`config.mk`:
```
export PLATFORM = sky130hd
export DESIGN_NAME = serial_adder
export DESIGN_NICKNAME = d
export VERILOG_FILES = /design/src/rtl/serial_adder_pkg.sv /design/src/rtl/fa_cell.sv /design/src/rtl/serial_adder.sv
export SDC_FILE = /design/constraint.sdc
export NUM_CORES = 1
export LEC_CHECK = 0
export CORE_AREA = 10 10 75 77
export CTS_BUF_LIST = sky130_fd_sc_hd__clkbuf_2 sky130_fd_sc_hd__clkbuf_4 sky130_fd_sc_hd__clkbuf_8
export CTS_CLUSTER_DIAMETER = 50
export DETAILED_ROUTE_END_ITERATION = 6
export DIE_AREA = 0 0 85 87
export PLACE_DENSITY = 0.78
export SKIP_LAST_GASP = 1
export SLEW_MARGIN = 0
export SYNTH_ARGS = -nofsm -noshare
export SYNTH_HDL_FRONTEND = slang
export SYNTH_HIERARCHICAL = 1
export SYNTH_SLANG_ARGS = --single-unit
export TNS_END_PERCENT = 1
```
`constraint.sdc`:
```
create_clock -name clk -period 1.7 [get_ports clk]
set_clock_uncertainty 0.2 [all_clocks]
set_input_delay 0.34 -clock clk [delete_from_list [all_inputs] [get_ports clk]]
set_output_delay 0.34 -clock clk [all_outputs]
set_load 0.005 [all_outputs]
```
`src/rtl/serial_adder_pkg.sv`:
```
// Shared types and constants for the bit-serial adder/subtractor.
package serial_adder_pkg;

    typedef enum logic [1:0] {
        IDLE = 2'd0,
        RUN  = 2'd1,
        DONE = 2'd2
    } state_t;

    localparam logic MODE_ADD = 1'b0;
    localparam logic MODE_SUB = 1'b1;

endpackage : serial_adder_pkg

```
`src/rtl/fa_cell.sv`:
```
// Single-bit combinational full adder; the only arithmetic cell in the serial adder.
module fa_cell (
    input  logic a,
    input  logic b,
    input  logic c,
    output logic s,
    output logic co
);

    assign s  = a ^ b ^ c;
    assign co = (a & b) | (a & c) | (b & c);

endmodule : fa_cell

```
`src/rtl/serial_adder.sv`:
```
// Bit-serial adder/subtractor: one full-adder slice per clock, LSB first,
// with registered sum, carry-out and signed-overflow results.
module serial_adder
    import serial_adder_pkg::*;
#(
    parameter int unsigned WIDTH = 8
) (
    input  logic             clk,
    input  logic             rst_n,
    input  logic             start,
    input  logic             sub,
    input  logic [WIDTH-1:0] a,
    input  logic [WIDTH-1:0] b,
    input  logic             cin,
    output logic             ready,
    output logic             busy,
    output logic             done,
    output logic [WIDTH-1:0] sum,
    output logic             cout,
    output logic             ovf
);

    localparam int unsigned CNT_W = (WIDTH > 1) ? $clog2(WIDTH) : 1;

    state_t             state_q;
    state_t             state_d;
    logic [WIDTH-1:0]   op_a_q;
    logic [WIDTH-1:0]   op_b_q;
    logic [WIDTH-1:0]   res_sr_q;
    logic               carry_q;
    logic [CNT_W-1:0]   cnt_q;
    logic               fa_s;
    logic               fa_co;
    logic               last_bit_c;
    logic               accept_c;

    assign last_bit_c = (cnt_q == CNT_W'(WIDTH - 1));
    assign accept_c   = (state_q == IDLE) && start;

    fa_cell u_fa (
        .a  (op_a_q[0]),
        .b  (op_b_q[0]),
        .c  (carry_q),
        .s  (fa_s),
        .co (fa_co)
    );

    // State register
    always_ff @(posedge clk or negedge rst_n) begin
        if (!rst_n) begin
            state_q <= IDLE;
        end else begin
            state_q <= state_d;
        end
    end

    // Next-state logic; terminal count forces DONE so the counter never wraps
    always_comb begin
        state_d = state_q;
        unique case (state_q)
            IDLE:    if (start) state_d = RUN;
            RUN:     if (last_bit_c) state_d = DONE;
            DONE:    state_d = IDLE;
            default: state_d = IDLE;
        endcase
    end

    // Handshake flags registered from the next state so they track state_q exactly
    always_ff @(posedge clk or negedge rst_n) begin
        if (!rst_n) begin
            ready <= 1'b1;
            busy  <= 1'b0;
            done  <= 1'b0;
        end else begin
            ready <= (state_d == IDLE);
            busy  <= (state_d != IDLE);
            done  <= (state_d == DONE);
        end
    end

    // Operand capture and per-bit shift datapath
    always_ff @(posedge clk or negedge rst_n) begin
        if (!rst_n) begin
            op_a_q   <= '0;
            op_b_q   <= '0;
            res_sr_q <= '0;
            carry_q  <= 1'b0;
            cnt_q    <= '0;
        end else if (accept_c) begin
            op_a_q   <= a;
            op_b_q   <= (sub == MODE_SUB) ? ~b : b;
            carry_q  <= (sub == MODE_SUB) ? ~cin : cin;
            res_sr_q <= '0;
            cnt_q    <= '0;
        end else if (state_q == RUN) begin
            op_a_q   <= op_a_q >> 1;
            op_b_q   <= op_b_q >> 1;
            res_sr_q <= {fa_s, res_sr_q[WIDTH-1:1]};
            carry_q  <= fa_co;
            if (!last_bit_c) begin
                cnt_q <= cnt_q + CNT_W'(1);
            end
        end
    end

    // Result registers load only on the final RUN edge; carry_q is then the MSB carry-in
    always_ff @(posedge clk or negedge rst_n) begin
        if (!rst_n) begin
            sum  <= '0;
            cout <= 1'b0;
            ovf  <= 1'b0;
        end else if ((state_q == RUN) && last_bit_c) begin
            sum  <= {fa_s, res_sr_q[WIDTH-1:1]};
            cout <= fa_co;
            ovf  <= carry_q ^ fa_co;
        end
    end

endmodule : serial_adder

```
==> metrics.log, run 1 <==
INFO  metric post_cts_buffers = 0
INFO  metric synth_top_area_cell = sky130_fd_sc_hd__dfrtp_1
INFO  metric die_height = 87 um
INFO  metric synth_largest_type_area_fraction = 0.5270
INFO  metric synth_commonest_cells = sky130_fd_sc_hd__dfrtp_1, sky130_fd_sc_hd__nand2_1, sky130_fd_sc_hd__a22o_1
INFO  metric synth_fp_nets = 187
INFO  metric clock_sinks = 42
INFO  metric slew_headroom = 0.6796
INFO  metric buffer_ports.inserted = 33
INFO  metric kind_of_critical_path = reg -> reg
INFO  metric place.gp.congestion = 0.7615
INFO  metric drt-initial-drc-count = 94
INFO  metric ys_dominant_reg_cell = sky130_fd_sc_hd__dfrtp_1
INFO  metric synthCells = 162
INFO  metric cp_max_fo = 10
INFO  metric finalInstanceArea = 2544 sq um
INFO  metric top_level_ports = 34
INFO  metric timing_hold_violations_final = 0
INFO  metric floorplan.initialDensity = 0.4598
INFO  metric placementRows = 24
INFO  metric vias_per_cell = 5.405
INFO  metric synth_area = 1947 sq um
INFO  metric timing.critical_path.arrival = 1720 ps
INFO  metric finalWorstSetupSlack = -34.93 ps
INFO  metric design.die.area = 7395 sq um
INFO  metric detailed_place.area = 2426 sq um
INFO  metric pin_count_of_the_biggest_net_entering_global_routing = 23
INFO  metric routed-via-count = 1416
INFO  metric maxSlewViolCount = 0
INFO  metric yosys-top-cells-area = sky130_fd_sc_hd__dfrtp_1, sky130_fd_sc_hd__mux2_4, sky130_fd_sc_hd__a22o_1
INFO  metric hp-class = reg -> reg
INFO  metric timing.critical_path.cells = ha_1 -> ha_2 -> nand3b_1 -> buf_12 -> mux2_4
INFO  metric die-width = 85 um
INFO  metric grt_pass1_vias = 1492
INFO  metric insertion_delay = 300 ps
INFO  metric cp_slowest_cell = sky130_fd_sc_hd__dfrtp_1
INFO  metric end_kind = flop
INFO  metric required = 1680 ps
INFO  metric first_pass_iters = 4
INFO  metric synthesis.yosys.warnings = 6
INFO  metric ir_drop = 0.6148 mV
INFO  metric routedWlPerCell = 14.78 um
INFO  metric num-nets-final = 234
INFO  metric clk_path_buf_depth = 2
INFO  metric dp.cells = 253
INFO  metric grt_overflow_total = 0
INFO  metric cts_inserted_buffers = 5
INFO  metric synth-edff-count = 0
INFO  metric final_layout_size_suffix_gt1_frac = 0.1905
INFO  metric final_cell_count_no_fill = 262
INFO  metric ant_nets = 0
INFO  metric min_period_over_period = 1.021
INFO  metric final.fill_count = 339
INFO  metric outcome = complete, but fails checks
INFO  metric maxCapViolCount = 0
INFO  metric drc_violation_count_after_routing = 0
INFO  metric cts_tree = built
INFO  metric antennaDiodeCount = 0
INFO  metric grt_setup_unrepaired = yes
INFO  metric leakage = 1.198 nW
INFO  metric globalRouteTotalUtil = 0.1127
INFO  metric setup.worst_path.start_class = flop
INFO  metric grt_pass1_wl = 6858 um
INFO  metric synth_cell_type_count = 28
INFO  metric finalWorstPathRequiredPeriod = 1735 ps
INFO  metric power_density = 1522 nW/um^2
INFO  metric max_freq = 0.5764 GHz
INFO  metric postSynth.asyncResetShare = 1.000
INFO  metric setup_violations = 13
INFO  metric delay_contributed_by_the_slowest_stage_of_the_critical_path = 410 ps
INFO  metric antenna_violations_before_repair = 0
INFO  metric failed_checks = setup timing
INFO  metric dp_hpwl = 2821 um
INFO  metric clkTransAtPathRegs = 80 ps
INFO  metric syn2layout_area_growth = 30.66%
INFO  metric synthesis.area_per_instance = 12.02 sq um
INFO  metric synth.yosys.seq_area_share = 0.5405
INFO  metric fin_total_pwr = 3.871 mW
INFO  metric clockRootBuffer = sky130_fd_sc_hd__clkbuf_8
INFO  metric tightestPinTransition = 480.6 ps
INFO  metric synth.ff_latch_count = 42
INFO  metric clock_tree.htree_level_count = 2
INFO  metric fin_hold_ws = 301.9 ps
INFO  metric core_area = 4234 sq um
INFO  metric final.setup.tns = -275.6 ps
INFO  metric synth_most_common_cell = sky130_fd_sc_hd__dfrtp_1
INFO  metric routed_wl = 3872 um
repair_timing:
action | 4_1_cts | 5_1_grt
pin swaps | 0 | 0
endpoints found under the hold margin | 19 | 0
setup endpoints to repair | 21 | 25
resized for setup | 1 | 0
hold buffers | 1 | 0
final cells by class:
cell class,instances,area [sq um],area share
sequential,42,1052,0.4137
clock inverter,3,40.04,0.01574
tap,52,65.06,0.02558
timing repair buffer,51,486.7,0.1913
multi-input combinational,109,830.8,0.3266
clock buffer,5,68.82,0.02705
sequential cells by signal, indices dropped and copies added, names as in the netlist:
name / cells
busy: 1
carry_q: 1
cnt_q: 3
cout: 1
done: 1
op_a_q: 8
op_b_q: 8
ovf: 1
ready: 1
res_sr_q: 7
state_q: 2
sum: 8
critical path, delay by kind of cell, from the launching register on:
family	cells	cell delay, ps
adders and majority gates	2	390
buffers and inverters	1	160
DFF	1	410
muxes	1	300
and+or+nand+nor	1	150
per-stage QoR:
step	util	worst slack, ps
6_report	0.6008	-34.93
5_1_grt	0.6008	-106.6
4_1_cts	0.6008	-38.63
3_5_place_dp	0.5730	-181.5
3_3_place_gp	0.5730	-110.1
2_1_floorplan	-	4.903
cells in the final DEF, fill, tap and decap left out:
cell                              count
sky130_fd_sc_hd__a21oi_1              9
sky130_fd_sc_hd__a222oi_1             8
sky130_fd_sc_hd__a22o_1              12
sky130_fd_sc_hd__a22oi_1              7
sky130_fd_sc_hd__and2_1               1
sky130_fd_sc_hd__and2b_4              1
sky130_fd_sc_hd__buf_12               2
sky130_fd_sc_hd__buf_2                1
sky130_fd_sc_hd__buf_4               15
sky130_fd_sc_hd__bufinv_16            1
sky130_fd_sc_hd__clkbuf_8             5
sky130_fd_sc_hd__clkdlybuf4s50_1     31
sky130_fd_sc_hd__clkinv_2             2
sky130_fd_sc_hd__dfrtp_1             41
sky130_fd_sc_hd__dfstp_2              1
sky130_fd_sc_hd__dlygate4sd2_1        1
sky130_fd_sc_hd__dlygate4sd3_1        1
sky130_fd_sc_hd__fa_1                 1
sky130_fd_sc_hd__ha_1                 2
sky130_fd_sc_hd__ha_2                 1
sky130_fd_sc_hd__mux2_1               1
sky130_fd_sc_hd__mux2_2               1
sky130_fd_sc_hd__mux2_4               8
sky130_fd_sc_hd__nand2_1             20
sky130_fd_sc_hd__nand3b_1             1
sky130_fd_sc_hd__nor2_1               2
sky130_fd_sc_hd__nor2_2               1
sky130_fd_sc_hd__nor2b_1             10
sky130_fd_sc_hd__nor3b_4              1
sky130_fd_sc_hd__o21ai_1             10
sky130_fd_sc_hd__o21bai_1             1
sky130_fd_sc_hd__or2_1                1
sky130_fd_sc_hd__xnor2_1              1
sky130_fd_sc_hd__xor2_1               9
worst paths after layout:
check,start,slack [ps],cells after the start,to
min in group asynchronous,rst_n,330,2,sum[4]
worst min register to register,op_b_q[4],300,2,op_b_q[4]
worst max-delay path,cnt_q[1],-30,5,sum[5]
max in group asynchronous,rst_n,490,3,op_a_q[2]
worst min-delay path,op_b_q[4],300,2,op_b_q[4]
worst max register to register,cnt_q[1],-30,5,sum[5]
report_power, final:
group / internal, mW / total (mW) / switching, mW / leakage (nW)
clock network: 0.432 / 0.771 / 0.338 / 0.0579
logic: 0.894 / 1.48 / 0.586 / 0.597
registers: 1.36 / 1.62 / 0.265 / 0.543
cells by family after synthesis:
kind of cell / count (synthesis) / share of synthesized area
multiplexers: 10 / 0.07327
adder cells (fa/ha/maj): 4 / 0.02957
buffers and inverters: 11 / 0.03406
XOR/XNOR: 10 / 0.04499
AO/OA/AOI/OAI: 47 / 0.1748
flip-flops: 42 / 0.5405
AND/OR/NAND/NOR: 38 / 0.1028
metal layers:
| metal | track usage | vias up | part of all wire |
|---|---|---|---|
| met1 | 0.1308 | 686 | 0.43 |
| met3 | 0.04588 | 6 | 0.070 |
| met5 | 0 | - | 0 |
| li1 | - | 677 | - |
| met4 | 0.04192 | 0 | 0.012 |
| met2 | 0.1826 | 47 | 0.49 |
No activity file was read; power rests on OpenSTA's default activity.
==> run 2, diff against run 1 <==
--- a/config.mk
+++ b/config.mk
@@ -5,6 +5,7 @@
 export SDC_FILE = /design/constraint.sdc
 export NUM_CORES = 1
 export LEC_CHECK = 0
+export CAP_MARGIN = 30
 export CORE_AREA = 10 10 75 77
 export CTS_BUF_LIST = sky130_fd_sc_hd__clkbuf_2 sky130_fd_sc_hd__clkbuf_4 sky130_fd_sc_hd__clkbuf_8
 export CTS_CLUSTER_DIAMETER = 50
@@ -12,7 +13,7 @@
 export DIE_AREA = 0 0 85 87
 export PLACE_DENSITY = 0.78
 export SKIP_LAST_GASP = 1
-export SLEW_MARGIN = 0
+export SLEW_MARGIN = 20
 export SYNTH_ARGS = -nofsm -noshare
 export SYNTH_HDL_FRONTEND = slang
 export SYNTH_HIERARCHICAL = 1
==> results of run 2 <==
Final layout, timing and power as in run 1 (identical DEF).
